===== config.mk =====
export PLATFORM = sky130hd
export DESIGN_NAME = mac_lane_acc_flat
export DESIGN_NICKNAME = d
export VERILOG_FILES = /design/src/rtl/mac_lane_acc_if.sv /design/src/rtl/mac_lane_acc.sv /design/src/flat_wrapper.sv
export SDC_FILE = /design/constraint.sdc
export NUM_CORES = 2
export LEC_CHECK = 0
export CAP_MARGIN = 30
export CORE_MARGIN = 3
export CORE_UTILIZATION = 60
export DETAILED_ROUTE_END_ITERATION = 6
export PLACE_DENSITY = 0.79
export SYNTH_ARGS = -nofsm -noshare
export SYNTH_HDL_FRONTEND = slang
export SYNTH_SLANG_ARGS = --single-unit

===== constraint.sdc =====
create_clock -name clk -period 8.8 [get_ports clk]
set_clock_uncertainty 0.1 [all_clocks]
set_input_delay 0.88 -clock clk [delete_from_list [all_inputs] [get_ports clk]]
set_output_delay 0.88 -clock clk [all_outputs]
set_load 0.005 [all_outputs]

===== src/rtl/mac_lane_acc_if.sv =====
// Stream bundle for mac_lane_acc: input beat channel (pixel/kernel lanes) and
// scaled window result channel. Both channels use valid/ready handshakes.
interface mac_lane_acc_if #(
    parameter int DATA_W = 16,
    parameter int LANES  = 4,
    parameter int OUT_W  = 32
);
    // A transfer happens on a rising edge where valid & ready are both high;
    // valid never waits for ready, and data is stable while valid & ~ready.
    logic                      in_valid;
    logic                      in_ready;
    logic [LANES*DATA_W-1:0]   pixel_in;
    logic [LANES*DATA_W-1:0]   kernel_in;
    logic                      out_valid;
    logic                      out_ready;
    logic signed [OUT_W-1:0]   mac_out;
    logic                      sat_flag;

    modport master (
        output in_valid, pixel_in, kernel_in, out_ready,
        input  in_ready, out_valid, mac_out, sat_flag
    );

    modport slave (
        input  in_valid, pixel_in, kernel_in, out_ready,
        output in_ready, out_valid, mac_out, sat_flag
    );
endinterface


===== src/rtl/mac_lane_acc.sv =====
// Multi-lane pipelined signed MAC: per-lane products, lane sum, window
// accumulation over cfg_klen beats, then arithmetic shift and signed clamp.
module mac_lane_acc #(
    parameter int DATA_W = 16,
    parameter int LANES  = 4,
    parameter int KLEN_W = 8,
    parameter int ACC_W  = 40,
    parameter int OUT_W  = 32,
    parameter int SHIFT  = 0
) (
    input  logic              clk,
    input  logic              rst,
    input  logic [KLEN_W-1:0] cfg_klen,
    mac_lane_acc_if.slave     bus,
    output logic              busy
);
    localparam int PROD_W = 2 * DATA_W;
    localparam int SUM_W  = PROD_W + $clog2(LANES);
    localparam logic signed [ACC_W-1:0] OUT_MAX =
        {{(ACC_W-OUT_W+1){1'b0}}, {(OUT_W-1){1'b1}}};
    localparam logic signed [ACC_W-1:0] OUT_MIN = ~OUT_MAX;

    logic                     stall;
    logic signed [PROD_W-1:0] prod_d [LANES];
    logic signed [PROD_W-1:0] prod_q [LANES];
    logic                     v1_q;
    logic signed [SUM_W-1:0]  sum_d, sum_q;
    logic                     v2_q;
    logic signed [ACC_W-1:0]  acc_d, acc_q;
    logic [KLEN_W-1:0]        cnt_d, cnt_q;
    logic [KLEN_W-1:0]        klen_d, klen_q;
    logic signed [ACC_W-1:0]  shifted;
    logic signed [OUT_W-1:0]  out_d, out_q;
    logic                     sat_d, sat_q;
    logic                     out_valid_q;
    logic                     beat, last, load;

    // The whole pipe freezes while a finished result waits for the consumer.
    assign stall        = out_valid_q & ~bus.out_ready;
    assign bus.in_ready = ~stall;

    always_comb begin
        for (int i = 0; i < LANES; i++) begin
            prod_d[i] = $signed(bus.pixel_in[i*DATA_W +: DATA_W]) *
                        $signed(bus.kernel_in[i*DATA_W +: DATA_W]);
        end
        sum_d = '0;
        for (int i = 0; i < LANES; i++) begin
            sum_d = sum_d + SUM_W'(prod_q[i]);
        end
    end

    always_comb begin
        beat   = v2_q & ~stall;
        klen_d = klen_q;
        if (cnt_q == '0) begin
            klen_d = (cfg_klen == '0) ? KLEN_W'(1) : cfg_klen;
            acc_d  = ACC_W'(sum_q);
        end else begin
            acc_d  = acc_q + ACC_W'(sum_q);
        end
        last  = (cnt_q == klen_d - KLEN_W'(1));
        load  = beat & last;
        cnt_d = last ? '0 : cnt_q + KLEN_W'(1);

        shifted = acc_d >>> SHIFT;
        sat_d   = 1'b1;
        if (shifted > OUT_MAX) begin
            out_d = OUT_MAX[OUT_W-1:0];
        end else if (shifted < OUT_MIN) begin
            out_d = OUT_MIN[OUT_W-1:0];
        end else begin
            out_d = shifted[OUT_W-1:0];
            sat_d = 1'b0;
        end
    end

    always_ff @(posedge clk or posedge rst) begin
        if (rst) begin
            v1_q <= 1'b0;
            v2_q <= 1'b0;
            for (int i = 0; i < LANES; i++) prod_q[i] <= '0;
            sum_q <= '0;
        end else if (!stall) begin
            v1_q <= bus.in_valid;
            for (int i = 0; i < LANES; i++) prod_q[i] <= prod_d[i];
            v2_q  <= v1_q;
            sum_q <= sum_d;
        end
    end

    always_ff @(posedge clk or posedge rst) begin
        if (rst) begin
            acc_q  <= '0;
            cnt_q  <= '0;
            klen_q <= '0;
        end else if (beat) begin
            acc_q  <= acc_d;
            cnt_q  <= cnt_d;
            klen_q <= klen_d;
        end
    end

    // A new result may land in the same cycle the previous one drains.
    always_ff @(posedge clk or posedge rst) begin
        if (rst) begin
            out_valid_q <= 1'b0;
            out_q       <= '0;
            sat_q       <= 1'b0;
        end else if (load) begin
            out_valid_q <= 1'b1;
            out_q       <= out_d;
            sat_q       <= sat_d;
        end else if (bus.out_ready) begin
            out_valid_q <= 1'b0;
        end
    end

    assign bus.out_valid = out_valid_q;
    assign bus.mac_out   = out_q;
    assign bus.sat_flag  = sat_q;
    assign busy          = v1_q | v2_q | (cnt_q != '0);
endmodule


===== src/flat_wrapper.sv =====
// flat-port wrapper written by rule: the top's interface ports become plain ports
module mac_lane_acc_flat 
#(
    parameter int DATA_W = 16,
    parameter int LANES  = 4,
    parameter int KLEN_W = 8,
    parameter int ACC_W  = 40,
    parameter int OUT_W  = 32,
    parameter int SHIFT  = 0
)
  (clk, rst, cfg_klen, busy, bus_in_valid, bus_pixel_in, bus_kernel_in, bus_out_ready, bus_in_ready, bus_out_valid, bus_mac_out, bus_sat_flag);
  mac_lane_acc_if #(.DATA_W(DATA_W), .LANES(LANES), .OUT_W(OUT_W)) bus_i ();
  input  logic clk;
  input  logic rst;
  input  logic [KLEN_W-1:0] cfg_klen;
  output logic busy;
  input wire logic [$bits(bus_i.in_valid)-1:0] bus_in_valid;
  input wire logic [$bits(bus_i.pixel_in)-1:0] bus_pixel_in;
  input wire logic [$bits(bus_i.kernel_in)-1:0] bus_kernel_in;
  input wire logic [$bits(bus_i.out_ready)-1:0] bus_out_ready;
  output wire logic [$bits(bus_i.in_ready)-1:0] bus_in_ready;
  output wire logic [$bits(bus_i.out_valid)-1:0] bus_out_valid;
  output wire logic [$bits(bus_i.mac_out)-1:0] bus_mac_out;
  output wire logic [$bits(bus_i.sat_flag)-1:0] bus_sat_flag;
  assign bus_i.in_valid = bus_in_valid;
  assign bus_i.pixel_in = bus_pixel_in;
  assign bus_i.kernel_in = bus_kernel_in;
  assign bus_i.out_ready = bus_out_ready;
  assign bus_in_ready = bus_i.in_ready;
  assign bus_out_valid = bus_i.out_valid;
  assign bus_mac_out = bus_i.mac_out;
  assign bus_sat_flag = bus_i.sat_flag;
  mac_lane_acc #(.DATA_W(DATA_W), .LANES(LANES), .KLEN_W(KLEN_W), .ACC_W(ACC_W), .OUT_W(OUT_W), .SHIFT(SHIFT)) u_core (.clk(clk), .rst(rst), .cfg_klen(cfg_klen), .bus(bus_i), .busy(busy));
endmodule

==> qor.yml <==
floorplanning:
  dieHeight_um: 306
  io_pins: 176
  initial_core_util_pct: 60.9
  row_count: 109
  dieArea_mm2: 0.0938
  core_area_mm2: 0.0889
  die_w_um: 306
clocking:
  htreeDepth: 1
  hold_buffers: 0
  numCtsBuffers: 27
  cts_root_buf: "clkbuf_16"
  clkTransAtPathRegs_ps: 60
  cts_tree: "done"
  ctsResizeCount: 0
  cts.sinks: 254
  insertion_delay_ps: 580
  clk_path_buf_depth: 3
  post-cts-setup-buffers: 0
sta:
  tightest_slew_ps: 1010
  postLayoutSetupSlackWorst_ps: 978
  slew_headroom_pct: 31.8
  holdWs_ps: 389
  fin_crit_sh_pct: 88.9
  finalSetupViolations: 0
  hold_viol_final: 0
  rsz0062_at_grt: "no"
  max_freq_mhz: 128
  drv_slew: 0
  fin_tns_setup_ps: 0
  period_needed_ps: 7820
worst_setup_path:
  cp.required_ps: 9110
  path_cells: "clkdlybuf4s50_1, and2_1, fa_1, inv_1, fa_1, fa_1, inv_1, fa_1, fa_1, inv_1, fa_1, inv_1, ha_1, a21o_1, a21oi_1, o21bai_1, a21oi_1, o21ai_0, o311ai_0, a31oi_1, or4_1, a31oi_1, xnor2_1, a21oi_1"
  ff2ff_path_depth: 16
  path_max_fanout: 16
  crit_top_cell: "fa_1"
  max_stage_delay_ps: 780
  end_kind: "register"
  endpoint: "u_core.prod_q[63]"
  arrival_ps: 8130
  slowest_stage: "clkdlybuf4s50_1"
  critPathBufInv: 5
  cp.depth: 24
  reg2reg_from: "u_core.cnt_q[0]"
  crit_family: "adder cells"
  crit_type: "in2reg"
  reg2reg_slack_ps: 3490
  cp-start-kind: "primary input"
  startpoint: "bus_pixel_in[38]"
  rr_endpoint: "u_core.bus.mac_out[11]"
logic_synthesis:
  yosysWarnings: 0
  synth_cells: 5887
  ys_async_sr_fraction_pct: 100
  synth_seq_area_share_pct: 11.7
  syn_area_per_cell_um2: 9.19
  synth_seq_cells: 254
  synth_top_flop_cell: "dfrtp_1"
  syn-num-nets: 7544
  synthDistinctLibCells: 82
  synth_edf_count: 0
  syn_area_mm2: 0.0541
global_route:
  antenna_found_initial: 2
  grt_pass1_wl_mm: 218
  grt_max_degree: 178
  grt_use_total_pct: 28.6
  grt_overflow: 0
  first_global_vias: 43500
hold_path:
  whs_path_depth: 2
  hp-class: "reg2reg"
finish:
  diodes: 0
  drive_gt1_share_pct: 2.16
  n_fill_cell: 7157
  syn_to_final_growth_pct: 6.55
  nets: 7571
  design_area_mm2: 0.0577
detailed_routing:
  drtIter0Drc: 2809
  vias: 40000
  route.detailed.drc: 0
  final_antenna_net_count: 0
  drt_pre_antenna_iters: 6
  vias_per_cell: 5.64
  wl_per_cell_um: 18.1
  totalWireLength_mm: 129
run_status:
  status: "finished clean"
placed_design:
  place_congestion: 0.931
  port_buffers: 175
  dp_hpwl_mm: 105
  detailedPlace.worstSlack_ps: 592
  placed_cell_area_mm2: 0.0568
job:
  maxCapViolCount: 0
[worst min-delay path: stages, from the launching register on]
cell     delay [ps]
dfrtp_1         350
nand2_1          50
o21ai_0          60
[per-stage QoR]
stage,util (%),cells
global placement,63.8,7050
finish,64.8,7099
floorplan,-,5887
detailed placement,63.8,7050
CTS,64.8,7099
global route,64.8,7099
[layout make-up]
cell class | instances | area, µm² | area share (%)
clock buffers | 32 | 724 | 1.26
well taps | 1165 | 1460 | 2.53
clock inverters | 17 | 181 | 0.315
repair buffers | 201 | 1960 | 3.40
inverters | 1188 | 4470 | 7.76
flip-flops and latches | 254 | 6360 | 11.0
multi-input cells | 4242 | 42500 | 73.7
[how the worst min path moves through the flow]
stage,from,end,slack (ps)
after CTS,u_core.acc_q[30],u_core.acc_q[30],390
after global placement,u_core.klen_q[0],u_core.klen_q[0],370
final,u_core.acc_q[30],u_core.acc_q[30],390
after global routing,u_core.acc_q[30],u_core.acc_q[30],410
after detailed placement,u_core.acc_q[38],u_core.acc_q[38],380
after floorplan,u_core.prod_q[96],u_core.prod_q[96],350
[metal layers]
metal / vias up / global-route usage [%] / routed length, µm
met1: 20300 / 37.8 / 51600
met5: - / 0 / 13
met2: 1276 / 50.3 / 65300
met4: 2 / 9.27 / 4870
li1: 18100 / - / -
met3: 332 / 2.16 / 6860
[cell families after synthesis]
logic type | after synthesis | share of synthesized area, %
adders and majority gates | 1517 | 50.5
muxes | 43 | 0.853
and+or+nand+nor | 1753 | 15.6
xor gates and xnor gates | 203 | 3.29
AOI/OAI and AO/OA | 726 | 8.27
buffers and inverters | 1391 | 9.72
DFF | 254 | 11.7
[sequential cells by signal, summed over array words and instances (netlist names), 8 cells and up]
name and count:
u_core.cnt_q 8, u_core.acc_q 40, u_core.klen_q 8, u_core.prod_q 128, u_core.bus.mac_out 32, u_core.sum_q 34
[cells in the final DEF, fill, tap and decap left out, drive strengths merged, types with 11 or more instances in the layout]
cell           instances
clkbuf                32
dfrtp                254
o211ai                11
a31oi                 13
nand3                 46
a21oi                227
mux2                  25
a21o                  67
buf                   26
clkdlybuf4s50        175
o21ai                193
nor2                 263
ha                   403
o22ai                 27
nand2                749
mux2i                 18
inv                 1191
or2                   21
fa                  1114
a211oi                32
nor2b                 16
xor2                  71
or3                   12
and3                  14
o31ai                 24
nand2b                35
o21a                  13
xnor2                132
o21bai                33
nor3                  38
nand4                 16
and2                 507
[cell usage after synthesis, drive strengths merged, types with 24 or more instances]
master     n  area (µm²)
inv     1187        4460
fa      1114       22300
nand2    749        2810
and2     507        3170
ha       403        5040
nor2     263        1010
dfrtp    254        6360
a21oi    227        1140
o21ai    193         966
clkbuf   187         702
xnor2    132        1160
xor2      71         622
a21o      67         503
nand3     46         230
nor3      38         190
nand2b    35         219
o21bai    33         248
a211oi    32         240
o22ai     27         169
mux2      25         282
o31ai     24         180
Power is not shown: default switching activity piles up to over one toggle a cycle in this logic, so the estimate is an artifact.
